==> src/rtl/studio2_dma_ctl.sv <==
// studio2_dma_ctl: DMA-out fetch controller for the 1861 video generator (IDLE/ADDR/WAIT/DATA).
// Define DMA_VRAM_WINDOW_EN to confine the pointer to the 0x900-0x9FF video window.
module studio2_dma_ctl (
    input  logic        clk,
    input  logic        resetq,
    input  logic        clk_enable,
    input  logic        dma_req,
    input  logic        ptr_load,
    input  logic [11:0] ptr_value,
    output logic        mem_rd,
    output logic [11:0] mem_addr,
    input  logic [7:0]  mem_q,
    output logic [7:0]  dma_data,
    output logic        dma_valid,
    output logic        cpu_stall,
    output logic [11:0] ptr,
    output logic        line_end,
    output logic        overrun
);

    typedef enum logic [1:0] {
        S_IDLE,
        S_ADDR,
        S_WAIT,
        S_DATA
    } state_t;

    state_t      r_state;
    state_t      w_next_state;
    logic [11:0] r_ptr;
    logic [2:0]  r_byte_cnt;
    logic [7:0]  r_dma_data;
    logic        r_skip_inc;
    logic        r_overrun;
    logic        w_req;
    logic [11:0] w_ptr_inc;
    logic [11:0] w_ptr_load_val;

    assign w_req = clk_enable & dma_req;

`ifdef DMA_VRAM_WINDOW_EN
    localparam logic [11:0] PTR_RESET = 12'h900;
    logic w_unused_ptr_hi;
    assign w_unused_ptr_hi = ^ptr_value[11:8];
    assign w_ptr_load_val  = {4'h9, ptr_value[7:0]};
    assign w_ptr_inc       = {4'h9, r_ptr[7:0] + 8'd1};
`else
    localparam logic [11:0] PTR_RESET = 12'h000;
    assign w_ptr_load_val  = ptr_value;
    assign w_ptr_inc       = r_ptr + 12'd1;
`endif

    always_ff @(posedge clk or negedge resetq) begin
        if (!resetq) begin
            r_state <= S_IDLE;
        end else begin
            r_state <= w_next_state;
        end
    end

    always_comb begin
        w_next_state = r_state;
        case (r_state)
            S_IDLE:  if (w_req) w_next_state = S_ADDR;
            S_ADDR:  w_next_state = S_WAIT;
            S_WAIT:  w_next_state = S_DATA;
            S_DATA:  w_next_state = S_IDLE;
            default: w_next_state = S_IDLE;
        endcase
    end

    always_comb begin
        mem_rd    = 1'b0;
        mem_addr  = 12'h000;
        cpu_stall = 1'b0;
        dma_valid = 1'b0;
        line_end  = 1'b0;
        case (r_state)
            S_ADDR: begin
                mem_rd    = 1'b1;
                mem_addr  = r_ptr;
                cpu_stall = 1'b1;
            end
            S_WAIT: begin
                cpu_stall = 1'b1;
            end
            S_DATA: begin
                cpu_stall = 1'b1;
                dma_valid = 1'b1;
                line_end  = (r_byte_cnt == 3'd7);
            end
            default: begin
                cpu_stall = 1'b0;
            end
        endcase
    end

    // A reload while a fetch is in flight suppresses that fetch's pointer increment.
    always_ff @(posedge clk or negedge resetq) begin
        if (!resetq) begin
            r_ptr      <= PTR_RESET;
            r_byte_cnt <= 3'd0;
            r_skip_inc <= 1'b0;
        end else begin
            if (ptr_load) begin
                r_ptr      <= w_ptr_load_val;
                r_byte_cnt <= 3'd0;
            end else if (r_state == S_DATA) begin
                r_byte_cnt <= r_byte_cnt + 3'd1;
                if (!r_skip_inc) begin
                    r_ptr <= w_ptr_inc;
                end
            end

            if (r_state == S_DATA) begin
                r_skip_inc <= 1'b0;
            end else if (ptr_load && (r_state == S_ADDR || r_state == S_WAIT)) begin
                r_skip_inc <= 1'b1;
            end
        end
    end

    // mem_q is valid during WAIT, so it is captured on the WAIT->DATA edge.
    always_ff @(posedge clk or negedge resetq) begin
        if (!resetq) begin
            r_dma_data <= 8'h00;
            r_overrun  <= 1'b0;
        end else begin
            if (r_state == S_WAIT) begin
                r_dma_data <= mem_q;
            end
            if (w_req && r_state != S_IDLE) begin
                r_overrun <= 1'b1;
            end
        end
    end

    assign dma_data = r_dma_data;
    assign ptr      = r_ptr;
    assign overrun  = r_overrun;

endmodule

==> config.mk <==
export PLATFORM = sky130hd
export DESIGN_NAME = studio2_dma_ctl
export DESIGN_NICKNAME = d
export VERILOG_FILES = /design/src/rtl/studio2_dma_ctl.sv
export SDC_FILE = /design/constraint.sdc
export NUM_CORES = 1
export LEC_CHECK = 0
export BUFFER_PORTS_ARGS = -buffer_cell sky130_fd_sc_hd__clkbuf_2
export CORE_UTILIZATION = 30
export DETAILED_ROUTE_END_ITERATION = 8
export GPL_TIMING_DRIVEN = 0
export HOLD_SLACK_MARGIN = 0.1
export PLACE_DENSITY = 0.54
export SYNTH_ARGS = -nofsm -noshare
export SYNTH_HDL_FRONTEND = slang
export SYNTH_SLANG_ARGS = --single-unit
==> constraint.sdc <==
create_clock -name clk -period 1.4 [get_ports clk]
set_input_delay 0.28 -clock clk [delete_from_list [all_inputs] [get_ports clk]]
set_output_delay 0.28 -clock clk [all_outputs]
set_load 0.05 [all_outputs]
==> impl_results.md <==
- Clock skew: 0.00749 ns
- I/O Buffers: 61
- Async S/R FF share, synth: 100%
- Layout cells sized above 1: 62.8%
- Fmax: 0.589 GHz
- Outcome: finished, violations left
- Final Wtd Congestion: 0.705
- Failing checks: setup timing
- Cell area after layout: 2580 um^2
- Total GRT Usage: 15.8%
- First-pass GRT wire length: 6420 um
- Row cnt: 25
- CP arrival: 1.42 ns
- Area contributors post-synth: dfrtp_1 (45%), mux2_2 (7.5%), ha_1 (6.7%)
- Nets: 257
- Initial DRC count: 38
- Power, Total: 5.23 mW
- Synth top cells by count: dfrtp_1 (27), and2_1 (12), mux2_2 (10), nand2_1 (9), nor2_1 (9)
- 1st-pass router iterations: 2
- Top-area cell type share of the netlist area: 45.0%
- Ys Warns: 0
- RSZ-0062 raised after global routing: true
- Cell taking the most area after synthesis: dfrtp_1
- Clock-pin slew on the worst setup and hold paths: 0.10 ns
- CTS tree: yes
- Initial core utilization: 31.6%
- Least-Margin Pin Slew: 0.717 ns
- # H-tree levels: 1
- Worst rel slew slack: 52.2%
- Lkg Pwr: 1.21 nW
- XOR/XNOR Fraction of Synth Area: 2.34%
- PD cells: 2020 nW/um^2
- ANT cells: 0
- Vias per Instance: 4.85
- Main combinational cell family by area after synthesis: simple AND/OR/NAND/NOR gates
- Synth Area in Compound Gates: 8.01%
- Chip height: 72.7 um
- Setup slack, reg-to-reg: -0.22 ns
- Worst Hold Path Cells: 3
- Worst r2r src: r_state[1]
- Most frequent cell after synthesis: dfrtp_1
- Area growth syn-to-layout: 72.3%
- Die area: 5290 um^2
- Max VDD drop: 0.00173 V
- CP Data Required Time: 1.12 ns
- EDFF count, synth: 0
- Placed cell area: 1980 um^2
- Dominant synthesized flop cell: dfrtp_1
- Post-synth cell types: 31
- Chip width: 72.7 um
- Via count: 1406
- Synthesized Nets: 172
- Cells after synthesis: 139
- Top fanout value on the critical path: 5
- Initial antenna violation count: 0
- Hold_ws: 0.206 ns
- Sink Count: 27
- DP Wirelength: 2490 um
- Hold Crit Start: ptr_value[0]
- Post-DR wirelength/cell: 13.9 um
- Max_cap viols: 0
- Clock buffer depth: 2
- Largest net degree at the start of global routing: 28
- Cell count of the worst reg-to-reg path: 7
- Fin worst setup slack: -0.296 ns
- Startpoint types: flip-flop
- CP Capture Type: output pin
- Final hold violation count: 0
- #FFs+latches synth: 27
- CTS Buf Count: 3
- Part of the Yosys area used for sequential elements: 45.0%
- IO Count: 62
- Mean Syn Cell Area: 10.8 um^2
- Final Cycle Share: 121%
- Final count of pins violating max slew: 0
- Post-synthesis mux area share: 11.5%
- FF-to-FF End: ptr[8]
- Final min period: 1.70 ns
- # DRC: 0
- Setup TNS after final layout: -6.29 ns
- Clk_lat worst skew: 0.28 ns
- Root Buffer: clkbuf_8
- Grt ovf: 0
- Final Setup Violations: 36
- Core footprint: 4750 um^2
- Routed wire length: 4020 um
- Post-synthesis simple-gate area fraction: 22.3%
- Crit path kind: reg2out
- Antenna Nets Post-Route: 0
- Synth Cell Area: 1500 um^2
- WHS Endpoint: ptr[0]
- Vias in the first global route: 1331
- Worst min path class: in2reg
- Synth Area in Adders: 6.67%
==> layout by cell type (no fill, tap or decap), types with 2 or more instances in the layout <==
master     instances
clkbuf_2          44
or4_4              3
nand2_1            9
nand3_1            5
nor2_1             9
buf_6              8
o21ai_1            2
buf_4              9
ha_4               2
or4_1              5
ha_1               3
clkbuf_8           5
ha_2               3
inv_1              5
mux2_2             9
o31ai_1            3
a31oi_1            4
o211ai_1           3
mux2i_1            6
buf_8              4
clkbuf_1           2
clkbuf_16         14
dfrtp_1           16
xnor2_1            2
dfrtp_2           11
clkbuf_4           2
and2_4            12
nand4_1            2
==> registers in the layout, summed over array words and instances, names as in the netlist <==
name,count
ptr,12
dma_data,8
r_skip_inc,1
overrun,1
r_state,2
r_byte_cnt,3
==> per-layer routing <==
metal | part of all wire (%) | track usage (%) | up-vias
li1 | - | - | 666
met1 | 43 | 20.3 | 691
met2 | 51 | 27.5 | 45
met3 | 5.4 | 4.42 | 4
met4 | 0.52 | 1.31 | 0
met5 | 0 | 0 | -
==> where the power goes <==
part | switching, mW | total, mW | internal [mW] | leakage (nW)
clock | 0.258 | 0.458 | 0.200 | 0.0255
combinational | 1.87 | 3.50 | 1.63 | 0.874
sequential | 0.238 | 1.27 | 1.03 | 0.306
total | 2.37 | 5.23 | 2.86 | 1.21
==> critical path: stages (launching register included) <==
cell and delay (ns):
dfrtp_2 0.44, buf_6 0.13, ha_4 0.15, buf_8 0.12
and2_4 0.13, clkbuf_16 0.16
==> worst max-delay path by stage <==
stage / start / endpoint / slack (ns) / cells past startpoint
finish: r_state[1] / line_end / -0.30 / 5
CTS: r_state[1] / mem_addr[3] / -0.33 / 5
floorplan: r_state[0] / ptr[7] / -0.23 / 5
global placement: r_state[0] / ptr[7] / -0.20 / 5
detailed placement: r_state[0] / ptr[7] / -0.20 / 5
global route: r_state[1] / mem_addr[3] / -0.34 / 5
==> logic make-up (layout without fill, tap and decap cells) <==
group	count (synthesis)	after routing
xor+xnor	4	4
fa+ha+maj	8	8
buf+inv	12	96
compound gates	18	18
flops	27	27
simple gates	54	54
mux	16	16
==> area by class of cell <==
class | count | area, um^2
fill | 430 | 2170
multi-input combinational | 100 | 895
timing repair buffer | 80 | 790
sequential | 27 | 689
tap | 67 | 83.8
buffer | 6 | 58.8
clock buffer | 3 | 41.3
inverter | 6 | 22.5
clock inverter | 1 | 5.00
==> stage by stage <==
step                cells  setup WS [ns]  util (%)
detailed placement    267         -0.201      41.6
floorplan             139         -0.232         -
global route          290         -0.344      54.4
global placement      267         -0.198      41.6
finish                290         -0.296      54.4
CTS                   285         -0.331      52.0
==> what timing repair did <==
action / 4_1_cts / 5_1_grt
hold buffers: 1 / 0
gates cloned: 1 / 0
setup endpoints to repair: 34 / 37
resized for setup: 62 / 23
buffers inserted: 12 / 6
hold endpoints to repair: 27 / 0
pin swaps: 3 / 2
No activity file was read; power rests on OpenSTA's default activity.
